## src/rtl/i2c_target_responder.sv

```systemverilog
// I2C target: decodes START/STOP, ACKs i2c_addr, captures DATA_W-bit writes and serves DATA_W-bit reads MSB first.
// Define I2C_TARGET_GENERAL_CALL_EN to also ACK general-call writes (8'h00) and flag them on gc_flag.
module i2c_target_responder #(
  parameter int DATA_W = 16
) (
  input  logic              clk,
  input  logic              rst,
  input  logic              scl,
  input  logic              sda_out,
  input  logic              sda_oe,
  input  logic [6:0]        i2c_addr,
  input  logic [DATA_W-1:0] rd_data,
  output logic              sda_in,
  output logic [DATA_W-1:0] wr_data,
  output logic              wr_valid,
`ifdef I2C_TARGET_GENERAL_CALL_EN
  output logic              gc_flag,
`endif
  output logic              busy
);
  localparam int NBYTES = DATA_W / 8;
  localparam int BCW    = (NBYTES > 1) ? $clog2(NBYTES) : 1;
  localparam logic [BCW-1:0] LAST = BCW'(NBYTES - 1);

  typedef enum logic [3:0] {
    IDLE, ADDR, ADDR_ACK, WR_BYTE, WR_ACK, RD_BYTE, RD_ACK, IGNORE, WAIT_STOP
  } state_t;

  state_t            state, state_d;
  logic              scl_q, sda_q;
  logic [2:0]        bit_cnt, bit_cnt_d;
  logic [BCW-1:0]    byte_cnt, byte_cnt_d;
  logic              byte_done, byte_done_d;
  logic              rw, rw_d;
  logic              mack, mack_d;
  logic [6:0]        addr_sr, addr_sr_d;
  logic [DATA_W-1:0] wr_sr, wr_sr_d, rd_sr, rd_sr_d, wr_data_d;
  logic              sda_in_d, wr_valid_d, busy_d;
  logic              sda_line, start, stop, rise, fall;
  logic [7:0]        addr_byte;
  logic              gc_hit, addr_hit;

  // Wired-AND of master and target drivers, as seen on the physical line
  assign sda_line  = (sda_oe ? sda_out : 1'b1) & sda_in;
  assign start     = scl & scl_q & sda_q & ~sda_line;
  assign stop      = scl & scl_q & ~sda_q & sda_line;
  assign rise      = scl & ~scl_q;
  assign fall      = ~scl & scl_q;
  assign addr_byte = {addr_sr, sda_line};

`ifdef I2C_TARGET_GENERAL_CALL_EN
  assign gc_hit = (addr_byte == 8'h00);
`else
  assign gc_hit = 1'b0;
`endif
  assign addr_hit = (addr_byte[7:1] == i2c_addr) | gc_hit;

  always_ff @(posedge clk or posedge rst) begin
    if (rst) begin
      state     <= IDLE;
      scl_q     <= 1'b1;
      sda_q     <= 1'b1;
      bit_cnt   <= '0;
      byte_cnt  <= '0;
      byte_done <= 1'b0;
      rw        <= 1'b0;
      mack      <= 1'b1;
      addr_sr   <= '0;
      wr_sr     <= '0;
      rd_sr     <= '0;
      wr_data   <= '0;
      sda_in    <= 1'b1;
      wr_valid  <= 1'b0;
      busy      <= 1'b0;
    end else begin
      state     <= state_d;
      scl_q     <= scl;
      sda_q     <= sda_line;
      bit_cnt   <= bit_cnt_d;
      byte_cnt  <= byte_cnt_d;
      byte_done <= byte_done_d;
      rw        <= rw_d;
      mack      <= mack_d;
      addr_sr   <= addr_sr_d;
      wr_sr     <= wr_sr_d;
      rd_sr     <= rd_sr_d;
      wr_data   <= wr_data_d;
      sda_in    <= sda_in_d;
      wr_valid  <= wr_valid_d;
      busy      <= busy_d;
    end
  end

  // sda_in only ever changes on an scl fall, so the target can never fake a START/STOP
  always_comb begin
    state_d     = state;
    bit_cnt_d   = bit_cnt;
    byte_cnt_d  = byte_cnt;
    byte_done_d = byte_done;
    rw_d        = rw;
    mack_d      = mack;
    addr_sr_d   = addr_sr;
    wr_sr_d     = wr_sr;
    rd_sr_d     = rd_sr;
    wr_data_d   = wr_data;
    sda_in_d    = sda_in;
    wr_valid_d  = 1'b0;
    busy_d      = busy;
    if (start) begin
      state_d     = ADDR;
      bit_cnt_d   = 3'd7;
      byte_cnt_d  = '0;
      byte_done_d = 1'b0;
      busy_d      = 1'b1;
      sda_in_d    = 1'b1;
    end else if (stop) begin
      state_d     = IDLE;
      byte_done_d = 1'b0;
      busy_d      = 1'b0;
      sda_in_d    = 1'b1;
    end else begin
      case (state)
        IDLE: sda_in_d = 1'b1;
        ADDR: begin
          if (rise) begin
            addr_sr_d = addr_byte[6:0];
            bit_cnt_d = bit_cnt - 3'd1;
            if (bit_cnt == 3'd0) begin
              rw_d = addr_byte[0];
              if (addr_hit) byte_done_d = 1'b1;
              else          state_d     = IGNORE;
            end
          end else if (fall && byte_done) begin
            byte_done_d = 1'b0;
            sda_in_d    = 1'b0;
            state_d     = ADDR_ACK;
            if (rw) rd_sr_d = rd_data;
          end
        end
        ADDR_ACK: begin
          if (fall) begin
            bit_cnt_d = 3'd7;
            if (rw) begin
              sda_in_d = rd_sr[DATA_W-1];
              rd_sr_d  = {rd_sr[DATA_W-2:0], 1'b0};
              state_d  = RD_BYTE;
            end else begin
              sda_in_d = 1'b1;
              state_d  = WR_BYTE;
            end
          end
        end
        WR_BYTE: begin
          if (rise) begin
            wr_sr_d   = {wr_sr[DATA_W-2:0], sda_line};
            bit_cnt_d = bit_cnt - 3'd1;
            if (bit_cnt == 3'd0) byte_done_d = 1'b1;
          end else if (fall && byte_done) begin
            byte_done_d = 1'b0;
            sda_in_d    = 1'b0;
            state_d     = WR_ACK;
          end
        end
        WR_ACK: begin
          if (fall) begin
            sda_in_d = 1'b1;
            if (byte_cnt == LAST) begin
              wr_data_d  = wr_sr;
              wr_valid_d = 1'b1;
              state_d    = WAIT_STOP;
            end else begin
              byte_cnt_d = byte_cnt + BCW'(1);
              bit_cnt_d  = 3'd7;
              state_d    = WR_BYTE;
            end
          end
        end
        RD_BYTE: begin
          // bit_cnt counts the falls left in this byte; the eighth fall releases for the master ACK
          if (fall) begin
            if (bit_cnt == 3'd0) begin
              sda_in_d = 1'b1;
              state_d  = RD_ACK;
            end else begin
              sda_in_d  = rd_sr[DATA_W-1];
              rd_sr_d   = {rd_sr[DATA_W-2:0], 1'b0};
              bit_cnt_d = bit_cnt - 3'd1;
            end
          end
        end
        RD_ACK: begin
          if (rise) begin
            mack_d = sda_line;
          end else if (fall) begin
            if (!mack && byte_cnt != LAST) begin
              byte_cnt_d = byte_cnt + BCW'(1);
              sda_in_d   = rd_sr[DATA_W-1];
              rd_sr_d    = {rd_sr[DATA_W-2:0], 1'b0};
              bit_cnt_d  = 3'd7;
              state_d    = RD_BYTE;
            end else begin
              sda_in_d = 1'b1;
              state_d  = WAIT_STOP;
            end
          end
        end
        IGNORE, WAIT_STOP: sda_in_d = 1'b1;
        default: begin
          state_d  = IDLE;
          sda_in_d = 1'b1;
        end
      endcase
    end
  end

`ifdef I2C_TARGET_GENERAL_CALL_EN
  logic gc_q;
  always_ff @(posedge clk or posedge rst) begin
    if (rst)                                       gc_q <= 1'b0;
    else if (start)                                gc_q <= 1'b0;
    else if (state == ADDR && rise && bit_cnt == 3'd0) gc_q <= gc_hit;
  end
  assign gc_flag = wr_valid & gc_q;
`endif

endmodule

```

## config.mk

```make
export PLATFORM = sky130hd
export DESIGN_NAME = i2c_target_responder
export DESIGN_NICKNAME = d
export VERILOG_FILES = /design/src/rtl/i2c_target_responder.sv
export SDC_FILE = /design/constraint.sdc
export NUM_CORES = 1
export LEC_CHECK = 0
export BUFFER_PORTS_ARGS = -buffer_cell sky130_fd_sc_hd__buf_4
export CAP_MARGIN = 20
export CORE_MARGIN = 8
export CORE_UTILIZATION = 32
export CTS_CLUSTER_SIZE = 14
export DETAILED_ROUTE_END_ITERATION = 10
export MAX_ROUTING_LAYER = met4
export SLEW_MARGIN = 15
export SYNTH_ARGS = -nofsm -noshare
export SYNTH_HDL_FRONTEND = slang
export SYNTH_SLANG_ARGS = --single-unit
export TNS_END_PERCENT = 5
```

## constraint.sdc

```tcl
create_clock -name clk -period 2.6 [get_ports clk]
set_input_delay 0.13 -clock clk [delete_from_list [all_inputs] [get_ports clk]]
set_output_delay 0.13 -clock clk [all_outputs]
set_load 0.01 [all_outputs]
```

# After elaboration in Yosys (flattened, before gate mapping)
# Index checks and enable logic that the tools add are counted.
word_totals:
  wordCells: 179
  register_bits: 71
  input_bits: 28
  output_inout_bits: 19
classes:
  n_bitwise: 15
  reduce_logical: 23
  mux: 79
  n_eq_ne: 45
  n_addsub: 2
op_table:
  columns: ["op", "count"]
  rows:
  - ["$mux W16", 10]
  - ["$mux W4", 16]
  - ["$pmux W16 S4", 1]
  - ["$mux W3", 12]
  - ["$ne A4 B4 Y1 const B", 9]
  - ["$mux W1", 35]
  - ["$pmux W4 S7", 1]
  - ["$ne A5 B5 Y1 const B", 5]
  - ["$ne A3 B3 Y1 const B", 8]
  - ["$ne A2 B2 Y1 const B", 11]
  - ["$eq A4 B3 Y1 const B", 4]
  - ["$reduce_and A4 Y1", 4]
  - ["$pmux W3 S5", 1]
  - ["$reduce_and A13 Y1", 1]
  - ["$reduce_and A12 Y1", 1]
  - ["$reduce_and A11 Y1", 1]
  - ["$reduce_and A5 Y1", 2]
  - ["$and A1 B1 Y1", 8]
  - ["$eq A4 B2 Y1 const B", 2]
  - ["$reduce_bool A4 Y1", 2]
  - ["$eq A7 B7 Y1", 1]
  - ["$not A1 Y1", 7]
  - ["$reduce_and A7 Y1", 1]
  - ["$ne A3 B1 Y1 const B", 2]
  - ["17 further kinds", 19]

# Logic depth before layout (Yosys ltp)
depth:
  ltp_word: 8
  ltp_mapped: 8
  mapped_depth_nobuf: 8

# Worst setup path after synthesis
# Ideal clock, no wire load.
synth_timing:
  kind: "register -> register"
  start: "register bit_cnt[0]"
  end: "register rd_sr[0]"
  required_ns: 2.475
  stages_incl_launch_ff: 9
  path_buffers: 1
  setup_ns: 0.125
  t_arrival_ns: 2.396
  period_less_slack_ns: 2.522
  slack_ns: 0.078
  path_cell_list: "dfrtp_1 -> inv_1 -> ha_1 -> nor2b_1 -> and4b_4 -> or4b_4 -> nor4_4 -> buf_6 -> mux2_4"
synth_between:
  elab_chain_len: 3
synth_lines:
  columns: ["item", "line", "source"]
  rows:
  - ["start, declared", "31", "logic [2:0] bit_cnt, bit_cnt_d;"]
  - ["start signal, assigned", "79", "bit_cnt <= bit_cnt_d;"]
  - ["$logic_not A3 Y1", "181", "if (bit_cnt == 3'd0) begin"]
  - ["$ne A2 B2 Y1 (no line)", null, null]
  - ["$reduce_and A13 Y1 (no line)", null, null]
  - ["end signal, assigned", "86", "rd_sr <= rd_sr_d;"]
  - ["end, declared", "37", "logic [DATA_W-1:0] wr_sr, wr_sr_d, rd_sr, rd_sr_d, wr_data_d;"]
# Every way passes these cells.
# A chain may end at the register's enable or synchronous reset.

# Final worst setup path
layout_timing:
  start: "register bit_cnt[0]"
  end: "register rd_sr[10]"
# Same word-level chain as after synthesis.

==> reports/results.txt <==
result of the run -> finished, final reports clean
# nets final -> 448
Critical Path RT -> 2.81 ns
Final setup viols -> 0
Die Ht -> 123 um
maximum fanout along the worst path -> 16
violation count after the first detailed-routing iteration -> 86
global router's overall resource usage -> 11.7%
number of enable-type register cells in the synthesized netlist -> 0
Avg Cell Area, Syn -> 10.2 um^2
achievable clock frequency -> 408 MHz
vias per cell -> 4.83
CTS tree -> done
hold_ws -> 0.161 ns
max-cap violations -> 0
top library cells by usage in the layout, fill and taps aside -> sky130_fd_sc_hd__nand2_1 (84), sky130_fd_sc_hd__dfrtp_1 (67), sky130_fd_sc_hd__buf_4 (62)
shortest period the worst path allows -> 2.45 ns
Multi-input gate area -> 0.00174 mm^2
final design utilization -> 41.1%
clock tree sinks -> 71
Pre-antenna DRT Iters -> 4
number of max-slew violations in the final report -> 0
Yosys cell types -> 52
Total Power Consumption -> 4.06 mW
measured slew at the worst slew-check pin -> 0.535 ns
Cell Area, Synth -> 0.00364 mm^2
flip-flop cell with the highest count after synthesis -> sky130_fd_sc_hd__dfrtp_1
sort of element at the start of the critical path -> register
Ports -> 47
Core Rows -> 39
critical path capture point type -> register
class of the most critical hold timing path -> input pin to register
worst path cell trace -> inv_1, ha_1, nor2b_1, and4b_4, or4b_4, nor4_4, buf_12, mux2_2
number of vias in the routed layout -> 2733
Max clock buf depth -> 2
H-tree depth reported by CTS -> 3
worst endpoint data arrival time -> 2.66 ns
RSZ-0062 raised after global routing -> no
Switching Share -> 29.7%
Fin Setup TNS -> 0 ns
part of the Yosys area used for sequential elements -> 49.0%
flip-flop and latch area -> 0.00178 mm^2
latest clock arrival within the worst-skew pair -> 0.33 ns
Post-Route WL -> 8040 um
cells after synthesis -> 357
routed wire length per instance -> 14.2 um
Period Utilization, post-route -> 94.3%
overall die area -> 0.0150 mm^2
initial core utilization -> 32.3%
Post-Route Skew -> 0.00779 ns
Post-Place Cells -> 548
die width -> 123 um
Synthesis Warnings -> 0
ratio of total power to cell area -> 876 mW/mm^2
total core area -> 0.0113 mm^2
Critical Path Max Stage Delay -> 0.51 ns
clock-pin slew reported for the worst setup and hold paths after clock tree synthesis -> 0.06 ns
signed area change from the synthesized netlist to the final layout -> 27.4%
post-detail-place hpwl -> 5730 um
cts repair resizes -> 0
worst relative slew slack -> 64.2%
share of power burned in the clock network -> 35.4%
global-route wire length before repair -> 13800 um
Internal Dissipation -> 2.85 mW
fraction of layout cells with a size suffix above 1 -> 32.6%
# diodes -> 0
number of clock buffers inserted by TritonCTS -> 9
maximum number of pins on one net before global-route repair -> 72
final hold vios -> 0
part of the power in combinational logic -> 28.2%
GR Overflow Total -> 0
slowest cell on the critical path -> sky130_fd_sc_hd__or4b_4
final weighted congestion in routability-driven placement -> 0.869
number of storage elements in the synthesis netlist -> 71
share of power burned in registers -> 36.4%
number of global-route vias before repair -> 2940
syn nets -> 387
leakage power -> 2.28 nW
category of the critical setup timing path -> register to register
count of placed standard cells in the final layout, fillers left out -> 566
Post-DRT Antenna Nets -> 0
DRC violations left -> 0
worst ir drop on vdd -> 0.271 mV
commonest non-fill, non-tap cell in the layout -> sky130_fd_sc_hd__nand2_1
fill cell count -> 1078
Net Switching -> 1.21 mW
clk root buf -> sky130_fd_sc_hd__clkbuf_16
share of async-settable or async-resettable flops after synthesis -> 100%
number of antenna violations at the first check in global routing -> 0
input/output buffers -> 46
[sequential cells by signal, indices dropped and copies added (netlist names), 3 cells and up]
name and cells:
wr_sr 16, wr_data 16, addr_sr 7, rd_sr 16
bit_cnt 3, state 4
[through the flow]
step	instance area [um^2]	worst slack, ns
after floorplan	3640	0.0784
after global placement	4260	0.190
after detailed placement	4260	0.153
after CTS	4640	0.143
after global routing	4640	0.0476
final	4640	0.149
[cells in the mapped netlist, types with 2 or more instances]
master,number,area share [%]
sky130_fd_sc_hd__nand2_1,84,8.7
sky130_fd_sc_hd__a211o_1,3,0.72
sky130_fd_sc_hd__inv_1,9,0.93
sky130_fd_sc_hd__mux2_2,37,11
sky130_fd_sc_hd__nor2b_1,10,1.7
sky130_fd_sc_hd__a21o_1,2,0.41
sky130_fd_sc_hd__clkbuf_1,11,1.1
sky130_fd_sc_hd__dfstp_2,4,2.9
sky130_fd_sc_hd__nor3_1,6,0.83
sky130_fd_sc_hd__a2111o_1,2,0.62
sky130_fd_sc_hd__nand2b_1,8,1.4
sky130_fd_sc_hd__xnor2_1,4,0.96
sky130_fd_sc_hd__a22oi_1,2,0.41
sky130_fd_sc_hd__o21ai_0,13,1.8
sky130_fd_sc_hd__nor4_1,3,0.52
sky130_fd_sc_hd__a21boi_0,2,0.41
sky130_fd_sc_hd__nor2_1,16,1.7
sky130_fd_sc_hd__ha_1,2,0.69
sky130_fd_sc_hd__nand4b_1,2,0.48
sky130_fd_sc_hd__a211oi_1,2,0.41
sky130_fd_sc_hd__nor3b_1,2,0.41
sky130_fd_sc_hd__dfrtp_1,67,46
sky130_fd_sc_hd__nand4_1,2,0.34
sky130_fd_sc_hd__or3_1,2,0.34
sky130_fd_sc_hd__a2bb2oi_1,2,0.48
sky130_fd_sc_hd__a21oi_1,17,2.3
sky130_fd_sc_hd__mux2i_1,2,0.55
sky130_fd_sc_hd__buf_6,2,0.62
sky130_fd_sc_hd__mux2_4,10,4.1
sky130_fd_sc_hd__a31oi_1,2,0.34
sky130_fd_sc_hd__xor2_1,3,0.72
sky130_fd_sc_hd__buf_2,4,0.55
[per-layer routing]
layer	GRT usage [%]	up-vias	routed length [um]
li1	-	1352	-
met1	14.4	1313	3840
met2	18.0	58	3760
met3	3.36	10	335
met4	4.49	0	102
met5	-	-	0
[worst paths after layout]
path / cells after the start / start / endpoint / slack [ns]
worst min register to register: 2 / wr_sr[15] / wr_data[15] / 0.48
max in group asynchronous: 4 / rst / scl_q / 1.83
worst max register to register: 8 / bit_cnt[0] / rd_sr[10] / 0.15
worst max-delay path: 8 / bit_cnt[0] / rd_sr[10] / 0.15
min in group asynchronous: 4 / rst / wr_data[9] / 0.45
worst min-delay path: 3 / rd_data[11] / rd_sr[11] / 0.16
[logic make-up (layout without fill, tap and decap cells)]
family                     Yosys count  after routing  synth area share, %
and+or+nand+nor                    144            144                 18.9
adders and majority gates            2              2                0.687
AOI/OAI and AO/OA                   57             57                 10.3
DFF                                 71             71                 49.0
buffers and inverters               27             93                 3.33
muxes                               49             49                 16.1
xor gates and xnor gates             7              7                 1.68
[timing repair]
action | CTS | global route
hold buffers | 2 | 0
endpoints found under the setup margin | 0 | 0
endpoints found under the hold margin | 68 | 0
buffers inserted | 0 | 0
[critical path: cells and delay by family (launching register included)]
kind                     cells  cell delay, ns
AND/OR/NAND/NOR              4            1.17
multiplexers                 1            0.35
flip-flops                   1            0.34
buffers and inverters        2            0.28
adder cells (fa/ha/maj)      1            0.18
[power by group through the flow]
| stage | clock network, mW | registers (mW) | logic, mW |
|---|---|---|---|
| 2_1_floorplan | 0 | 1.43 | 0.867 |
| 3_3_place_gp | 0 | 1.49 | 1.13 |
| 3_5_place_dp | 0 | 1.49 | 1.15 |
| 4_1_cts | 1.48 | 1.48 | 1.16 |
| 5_1_grt | 1.53 | 1.50 | 1.27 |
| 6_report | 1.44 | 1.48 | 1.15 |
[cell type report]
cell class                 count  area share, %
clock buffer                  10           5.16
clock inverter                 6           2.51
inverter                      10          0.810
multi-input combinational    259           37.5
sequential                    71           38.4
tap                          143           3.86
timing repair buffer          67           11.8
No activity file was read; power rests on OpenSTA's default activity.
